### src/rtl/dispatch_pkg.sv
`default_nettype none
// ============================================================================
// Module      : dispatch_pkg
// Description : Shared types and constants for the dispatch stage: renamed
//               instruction format, dispatch payload, functional-unit
//               encodings and the functional-unit to reservation-station map.
// Revision    : 1.0 - initial release
// ============================================================================
package dispatch_pkg;

  localparam int NUM_PREGS = 128;
  localparam int PREG_W    = $clog2(NUM_PREGS);

  localparam logic [1:0] FU_ALU = 2'd0;
  localparam logic [1:0] FU_BR  = 2'd1;
  localparam logic [1:0] FU_LSU = 2'd2;

  typedef struct packed {
    logic [7:0]        opcode;
    logic [1:0]        fu;
    logic [PREG_W-1:0] ps1;
    logic [PREG_W-1:0] ps2;
    logic [PREG_W-1:0] pd_new;
    logic [PREG_W-1:0] pd_old;
  } rename_data;

  typedef struct packed {
    logic [7:0]        opcode;
    logic [1:0]        fu;
    logic [PREG_W-1:0] ps1;
    logic [PREG_W-1:0] ps2;
    logic [PREG_W-1:0] pd_new;
    logic [PREG_W-1:0] pd_old;
    logic              ps1_ready;
    logic              ps2_ready;
  } dispatch_data;

  typedef enum logic [1:0] {
    TGT_ALU = 2'd0,
    TGT_BR  = 2'd1,
    TGT_LSU = 2'd2
  } target_e;

  // Unknown fu encodings fall back to the ALU station.
  function automatic target_e fu_target(input logic [1:0] fu);
    case (fu)
      FU_BR:   return TGT_BR;
      FU_LSU:  return TGT_LSU;
      default: return TGT_ALU;
    endcase
  endfunction

endpackage
`default_nettype wire

### src/rtl/dispatch_busy_table.sv
`default_nettype none
// ============================================================================
// Module      : busy_table
// Description : Physical-register busy bits. One set port (dispatch of a new
//               destination) and one clear port (writeback broadcast), plus
//               two readiness read ports that see a same-cycle writeback.
//               Register 0 is hard-wired not busy; set beats clear.
// Revision    : 1.0 - initial release
// ============================================================================
module busy_table
  import dispatch_pkg::*;
#(
  parameter int ENTRIES = NUM_PREGS,
  localparam int IDX_W  = $clog2(ENTRIES)
) (
  input  logic             clk,
  input  logic             reset,
  input  logic             set_en,
  input  logic [IDX_W-1:0] set_pd,
  input  logic             clr_en,
  input  logic [IDX_W-1:0] clr_pd,
  input  logic [IDX_W-1:0] rd1_pd,
  output logic             rd1_ready,
  input  logic [IDX_W-1:0] rd2_pd,
  output logic             rd2_ready
);

  logic [ENTRIES-1:0] busy;
  logic [ENTRIES-1:0] busy_next;

  // Next-state: apply clear first so a coincident set of the same preg wins.
  always_comb begin
    busy_next = busy;
    if (clr_en && clr_pd != '0) busy_next[clr_pd] = 1'b0;
    if (set_en && set_pd != '0) busy_next[set_pd] = 1'b1;
    busy_next[0] = 1'b0;
  end

  // Busy vector register.
  always_ff @(posedge clk or posedge reset) begin
    if (reset) busy <= '0;
    else       busy <= busy_next;
  end

  // Readiness with writeback bypass so a result broadcast this cycle counts.
  always_comb begin
    rd1_ready = (rd1_pd == '0) || !busy[rd1_pd] || (clr_en && clr_pd == rd1_pd);
    rd2_ready = (rd2_pd == '0) || !busy[rd2_pd] || (clr_en && clr_pd == rd2_pd);
  end

endmodule
`default_nettype wire

### src/rtl/dispatch.sv
`default_nettype none
// ============================================================================
// Module      : dispatch
// Description : Single-entry dispatch stage after rename. Holds one renamed
//               instruction, resolves operand readiness from the busy table,
//               and hands it to the ROB and one reservation station in the
//               same cycle. Mispredict flushes the held entry.
//               Optional macro DISPATCH_PERF_CNT_EN adds saturating stall
//               counters stall_rob_cnt and stall_rs_cnt.
// Revision    : 1.0 - initial release
// ============================================================================
module dispatch
  import dispatch_pkg::*;
(
  input  logic              clk,
  input  logic              reset,
  input  logic              valid_in,
  input  rename_data        data_in,
  output logic              ready_in,
  input  logic              mispredict,
  input  logic              wb_valid,
  input  logic [PREG_W-1:0] wb_pd,
  output logic              rob_valid,
  input  logic              rob_ready,
  output logic              rs_alu_valid,
  output logic              rs_br_valid,
  output logic              rs_lsu_valid,
  input  logic              rs_alu_ready,
  input  logic              rs_br_ready,
  input  logic              rs_lsu_ready,
`ifdef DISPATCH_PERF_CNT_EN
  output logic [31:0]       stall_rob_cnt,
  output logic [31:0]       stall_rs_cnt,
`endif
  output dispatch_data      rs_data
);

  logic       valid_q;
  rename_data q;
  target_e    target;
  logic       target_ready;
  logic       live;
  logic       fire;
  logic       ps1_ready;
  logic       ps2_ready;

  // Target station and its readiness for the held instruction.
  always_comb begin
    target = fu_target(q.fu);
    case (target)
      TGT_BR:  target_ready = rs_br_ready;
      TGT_LSU: target_ready = rs_lsu_ready;
      default: target_ready = rs_alu_ready;
    endcase
  end

  // Handshake: ROB and RS requests each wait only on the other side, so the
  // entry is taken by both together or by neither. Mispredict kills all.
  always_comb begin
    live         = valid_q && !mispredict;
    fire         = live && rob_ready && target_ready;
    rob_valid    = live && target_ready;
    rs_alu_valid = live && rob_ready && (target == TGT_ALU);
    rs_br_valid  = live && rob_ready && (target == TGT_BR);
    rs_lsu_valid = live && rob_ready && (target == TGT_LSU);
    ready_in     = !mispredict && (!valid_q || fire);
  end

  // Holding register: flush, capture (possibly together with a fire), or drain.
  always_ff @(posedge clk or posedge reset) begin
    if (reset) begin
      valid_q <= 1'b0;
      q       <= '0;
    end else if (mispredict) begin
      valid_q <= 1'b0;
    end else if (valid_in && ready_in) begin
      valid_q <= 1'b1;
      q       <= data_in;
    end else if (fire) begin
      valid_q <= 1'b0;
    end
  end

  busy_table #(.ENTRIES(NUM_PREGS)) u_busy (
    .clk       (clk),
    .reset     (reset),
    .set_en    (fire),
    .set_pd    (q.pd_new),
    .clr_en    (wb_valid),
    .clr_pd    (wb_pd),
    .rd1_pd    (q.ps1),
    .rd1_ready (ps1_ready),
    .rd2_pd    (q.ps2),
    .rd2_ready (ps2_ready)
  );

  // Shared payload; zero when nothing is held.
  always_comb begin
    rs_data = '0;
    if (valid_q) begin
      rs_data.opcode    = q.opcode;
      rs_data.fu        = q.fu;
      rs_data.ps1       = q.ps1;
      rs_data.ps2       = q.ps2;
      rs_data.pd_new    = q.pd_new;
      rs_data.pd_old    = q.pd_old;
      rs_data.ps1_ready = ps1_ready;
      rs_data.ps2_ready = ps2_ready;
    end
  end

`ifdef DISPATCH_PERF_CNT_EN
  // Saturating stall counters, frozen during mispredict cycles.
  always_ff @(posedge clk or posedge reset) begin
    if (reset) begin
      stall_rob_cnt <= '0;
      stall_rs_cnt  <= '0;
    end else if (!mispredict) begin
      if (valid_q && !rob_ready && stall_rob_cnt != '1)
        stall_rob_cnt <= stall_rob_cnt + 32'd1;
      if (valid_q && rob_ready && !target_ready && stall_rs_cnt != '1)
        stall_rs_cnt <= stall_rs_cnt + 32'd1;
    end
  end
`endif

endmodule
`default_nettype wire

### config.mk
export PLATFORM = sky130hd
export DESIGN_NAME = dispatch
export DESIGN_NICKNAME = d
export VERILOG_FILES = /design/src/rtl/dispatch_pkg.sv /design/src/rtl/dispatch_busy_table.sv /design/src/rtl/dispatch.sv
export SDC_FILE = /design/constraint.sdc
export NUM_CORES = 1
export LEC_CHECK = 0
export ABC_AREA = 1
export BUFFER_PORTS_ARGS = -buffer_cell sky130_fd_sc_hd__buf_2
export CAP_MARGIN = 30
export CORE_ASPECT_RATIO = 1.75
export CORE_UTILIZATION = 25
export CTS_CLUSTER_DIAMETER = 100
export DETAILED_ROUTE_END_ITERATION = 12
export PLACE_DENSITY_LB_ADDON = 0.15
export REMOVE_ABC_BUFFERS = 1
export SETUP_SLACK_MARGIN = 0.02
export SYNTH_ARGS = -nofsm -noshare
export SYNTH_HDL_FRONTEND = slang
export SYNTH_SLANG_ARGS = --single-unit
### constraint.sdc
create_clock -name clk -period 6.5 [get_ports clk]
set_clock_uncertainty 0.2 [all_clocks]
set_input_delay 0.325 -clock clk [delete_from_list [all_inputs] [get_ports clk]]
set_output_delay 0.325 -clock clk [all_outputs]
set_load 0.01 [all_outputs]
# Word level (Yosys, flattened, before mapping)
# Index checks and enable logic that the tools add are counted.
# totals
ff_bits	166
inputBits	54
output_inout_bits	45
wordCells	71
# classes
order_cmp	6
n_eq_ne	6
mux	16
n_bitwise	4
n_reduce_logical	31
# op_table
operator	count
$mux W128	2
$and A128 B128 Y128	1
$not A128 Y128	1
$or A128 B128 Y128	1
$mux W40	1
$lt A7 B8 Y1 const B	4
$logic_and A1 B1 Y1	15
$bmux W1 S7	2
$demux W1 S7	2
$eq A7 B7 Y1	2
$ge A7 B1 Y1 const B	2
$logic_not A7 Y1	2
$reduce_bool A7 Y1	2
$mux W1	7
$logic_or A1 B1 Y1	5
$eq A2 B1 Y1 const B	2
$eq A2 B2 Y1 const B	2
$logic_not A1 Y1	4
$pmux W2 S2	1
$reduce_bool A3 Y1	1
$logic_not A2 Y1	1
$pmux W1 S2	1
$reduce_and A2 Y1	1
$not A1 Y1	1

# Logic depth before layout (Yosys ltp)
# logic_depth
word_depth	10
depth_mapped	14
mapped_depth_nobuf	12

# Cells and area by module
# Synthesis repeated with hierarchy kept, for this count alone.
# hier_totals
hier_cells	1442
hier_area_um2	9979.6
# by_module_without_submodules
mod	n_inst	cells_per_inst	area_each_um2	seq_area_each_um2
busy_table	1	1159	7917.6	3178.0
dispatch	1	283	2062.0	975.9

# Least setup slack after synthesis
# No wires, ideal clock.
# synth_path
kind	flip-flop to flip-flop
from	register q[28] (netlist name)
to	register q[10] (netlist name)
setup_time_ps	128
t_arrival_ps	1806
required_time_ps	6172
setup_slack_ps	4366
stages_incl_launch_ff	12
path_buffers	1
synth_period_minus_slack_ps	2134
cell_sequence	dfrtp_1 -> inv_1 -> ha_1 -> inv_2 -> nand3_1 -> o21ai_1 -> o21ai_1 -> inv_1 -> nor2_2 -> nand2_1 -> buf_4 -> mux2_1
# synth_via
elab_chain_len	9
elab_cells_between_ends	11
classes_between	eq/ne: 4; mux: 2; reduce/logical: 5
# synth_lines
item	line	rtl
start: declaration	dispatch.sv:39	rename_data q;
start signal: assignment	dispatch.sv:78	q <= data_in;
$eq A2 B2 Y1 / $eq A2 B1 Y1 (equally long branches)	dispatch_pkg.sv:46	case (fu)
$pmux W2 S2 *	dispatch_pkg.sv:46	
$eq A2 B2 Y1 / $eq A2 B1 Y1 (equally long branches)	dispatch.sv:50	case (target)
$pmux W1 S2 *	dispatch.sv:50	
$logic_and A1 B1 Y1 *	dispatch.sv:61	fire = live && rob_ready && target_ready;
$logic_or A1 B1 Y1 *	dispatch.sv:66	ready_in = !mispredict && (!valid_q || fire);
$logic_and A1 B1 Y1 *	dispatch.sv:66	
net ready_in	dispatch.sv:19	output logic ready_in,
$logic_and A1 B1 Y1 *	dispatch.sv:76	end else if (valid_in && ready_in) begin
$reduce_and A2 Y1 (no line) *	n/a	
# The timed path passes the listed nets; every way through them passes the cells marked *.
# A chain may end at the register's enable or synchronous reset.

==> flow_summary.toml <==
[global_routing]
grt_use_total_pct = 23.7
grt_pass1_wl_mm = 67.3
grt-ovfl-total = 0
antenna_found_initial = 1
grt_max_degree = 78
grt_pass1_vias = 10420

[logic_synthesis]
synthDistinctLibCells = 32
syn_avg_cell_area_um2 = 7.07
syn-cell-area_um2 = 9650
synth_top_area_share_pct = 43.0
ys.flop_type = "dfrtp_1"
async_flop_share_pct = 100
yosys.area.top_type = "dfrtp_1"
synth_edf_count = 0
synth-seq-area-share_pct = 43.0
synth_area_leaders = "dfrtp_1, nand2_1, o21ai_0"
syn_inst = 1366
synth_seq_cells = 166
ys_warn_count = 0

[drt]
drtPass1Iterations = 5
routed-via-count = 10535
drt_iter0_markers = 1048
ant_nets = 0
post-route-drc-count = 0
wl_per_cell_um = 23.0
viasPerCell = 5.36
finalWirelength_mm = 45.3

[place]
routabilityCongestion = 0.901
place_inst = 1892
place_hpwl_mm = 30.9
io_buffers = 98
placed_area_um2 = 10700
pre_cts_slack_ns = 3.22

[finish]
regArea_um2 = 4160
fin_cells = 1966
fin_area_um2 = 11700
diodes = 0
multi_input_area_um2 = 4710
nFillCells = 4145
area_growth_pct = 21.6
layout.nets = 1529
drive_above_1_share_pct = 12.2

[worst_setup_path]
required_ns = 5.97
critPathMaxFanout = 36
endpoint_kind = "output port"
critPathKind = "reg -> out"
cp_data_arrival_time_ns = 3.25
cp-start-kind = "flip-flop"

[pwr]
power_density_nw_per_um2 = 266
power_leakage_nw = 5.40
max-vdd-ir-drop_mv = 0.187

[cts]
cts_buffers = 17
clk_latency_ns = 0.46
postCtsSetupBuffers = 0
cts.path.max_buffers = 2
cts_sinks = 166
cts_root_buf = "clkbuf_16"
cts_resized = 0
path_clk_slew_ns = 0.07
h-tree-depth = 4
cts_tree = "built"
hold_buffers = 41

[sta]
tns_ns = 0
rsz0062_at_grt = "no"
fmax_ghz = 0.265
setup_slack_ns = 2.72
fin_crit_ns = 3.78
hold_violations = 0
setup_viol = 0
tightest_slew_ns = 0.863
whs_ns = 0.0949
slew_headroom_pct = 42.4
maxSlewViolCount = 0
period_share_pct = 58.1

[die]
core-area_um2 = 37900
core.rowCount = 94
fp.dieW_um = 151
ios = 99
initial_utilization_pct = 25.5
die_area_um2 = 39400
dieHeight_um = 262

[run_status]
status = "finished, final reports clean"

[flow_run]
cap_violations = 0

[hold_path]
hold_class = "in -> reg"
[layout make-up]
type | count | share of cell area [%]
flip-flops and latches | 166 | 35.4
repair buffers | 165 | 9.96
clock buffers | 22 | 4.13
well taps | 480 | 5.12
inverters | 124 | 4.01
multi-input cells | 999 | 40.2
clock inverters | 10 | 1.22
[registers in the layout (all words and copies together) (netlist names)]
signal	cells
u_busy.busy	127
q	38
valid_q	1
[kinds of logic after synthesis]
kind of cell	Yosys count	share of synthesized area (%)
AND/OR/NAND/NOR	629	27.1
AO/OA/AOI/OAI	349	19.3
buffers and inverters	201	8.19
flip-flops	166	43.0
multiplexers	17	1.98
XOR/XNOR	2	0.181
adder cells (fa/ha/maj)	2	0.259
[worst paths after layout]
kind,startpoint,to,slack (ns),depth (start not counted)
min in group asynchronous,reset,u_busy.busy[77],0.37,3
hold / removal,wb_valid,u_busy.busy[1],0.09,4
setup / recovery,q[14],rs_data[0],2.72,14
hold reg to reg,q[2],q[2],0.29,1
setup reg to reg,q[28],q[10],3.55,11
max in group asynchronous,reset,u_busy.busy[53],4.39,4
[layer usage]
layer	vias to the layer above	global-route usage [%]	wire length, µm
met5	-	0	0
met4	0	13.0	2260
met3	135	4.08	2780
met2	538	41.2	22700
met1	5115	27.3	17500
li1	4747	-	-
[synth_stat cells (15+ instances only)]
cell      instances
nor2_1           87
buf_2            17
nand2_1         367
mux2_1           17
clkbuf_1         50
o21ai_1          67
a32o_1           15
o21ai_0         186
nand3_1         143
a21oi_1          60
dfrtp_1         166
inv_1           113
[where the power goes]
group	internal, mW	total (mW)	switching [mW]	leakage [nW]
clock	0.648	1.12	0.472	0.295
sequential	1.12	1.25	0.131	2.20
combinational	0.224	0.756	0.532	2.90
total	1.99	3.12	1.13	5.40
[metrics by stage]
step	util (%)	power (mW)
finish	31.0	3.12
global route	31.0	3.26
CTS	30.9	3.13
detailed placement	28.2	1.99
global placement	28.0	1.99
floorplan	-	1.63
[critical path: stages (launching register included)]
cell and delay (ns):
dfrtp_2 0.61, inv_2 0.47, buf_4 0.48, nand2_1 0.09, nand3_1 0.08, nand3_1 0.15
nand3_1 0.12, nand3_1 0.15, nand3_1 0.13, nand2_1 0.08, nand2_1 0.06, nand2_1 0.05
nand2_1 0.06, nand2_1 0.09, buf_2 0.15
[layout by cell type (no fill, tap or decap), types with 2 or more instances in the layout]
master,count
dfrtp_2,3
clkbuf_8,4
a221oi_1,2
nor3_2,2
a32o_1,15
buf_2,98
buf_4,22
a211oi_1,2
nor3_1,13
inv_6,3
ha_1,2
buf_16,3
a31oi_1,2
mux2_1,17
nand2_1,366
nand2_2,5
o21ai_1,67
nand3_1,143
o21ai_0,186
nor2_2,5
clkinvlp_4,4
nor2_1,86
nand4_1,7
inv_2,9
inv_1,112
dfrtp_1,163
dlygate4sd3_1,41
o22ai_1,11
clkbuf_16,17
bufinv_16,3
clkinv_1,2
a21boi_1,2
a21oi_1,60
nor4_1,2
No activity file was read; power rests on OpenSTA's default activity.
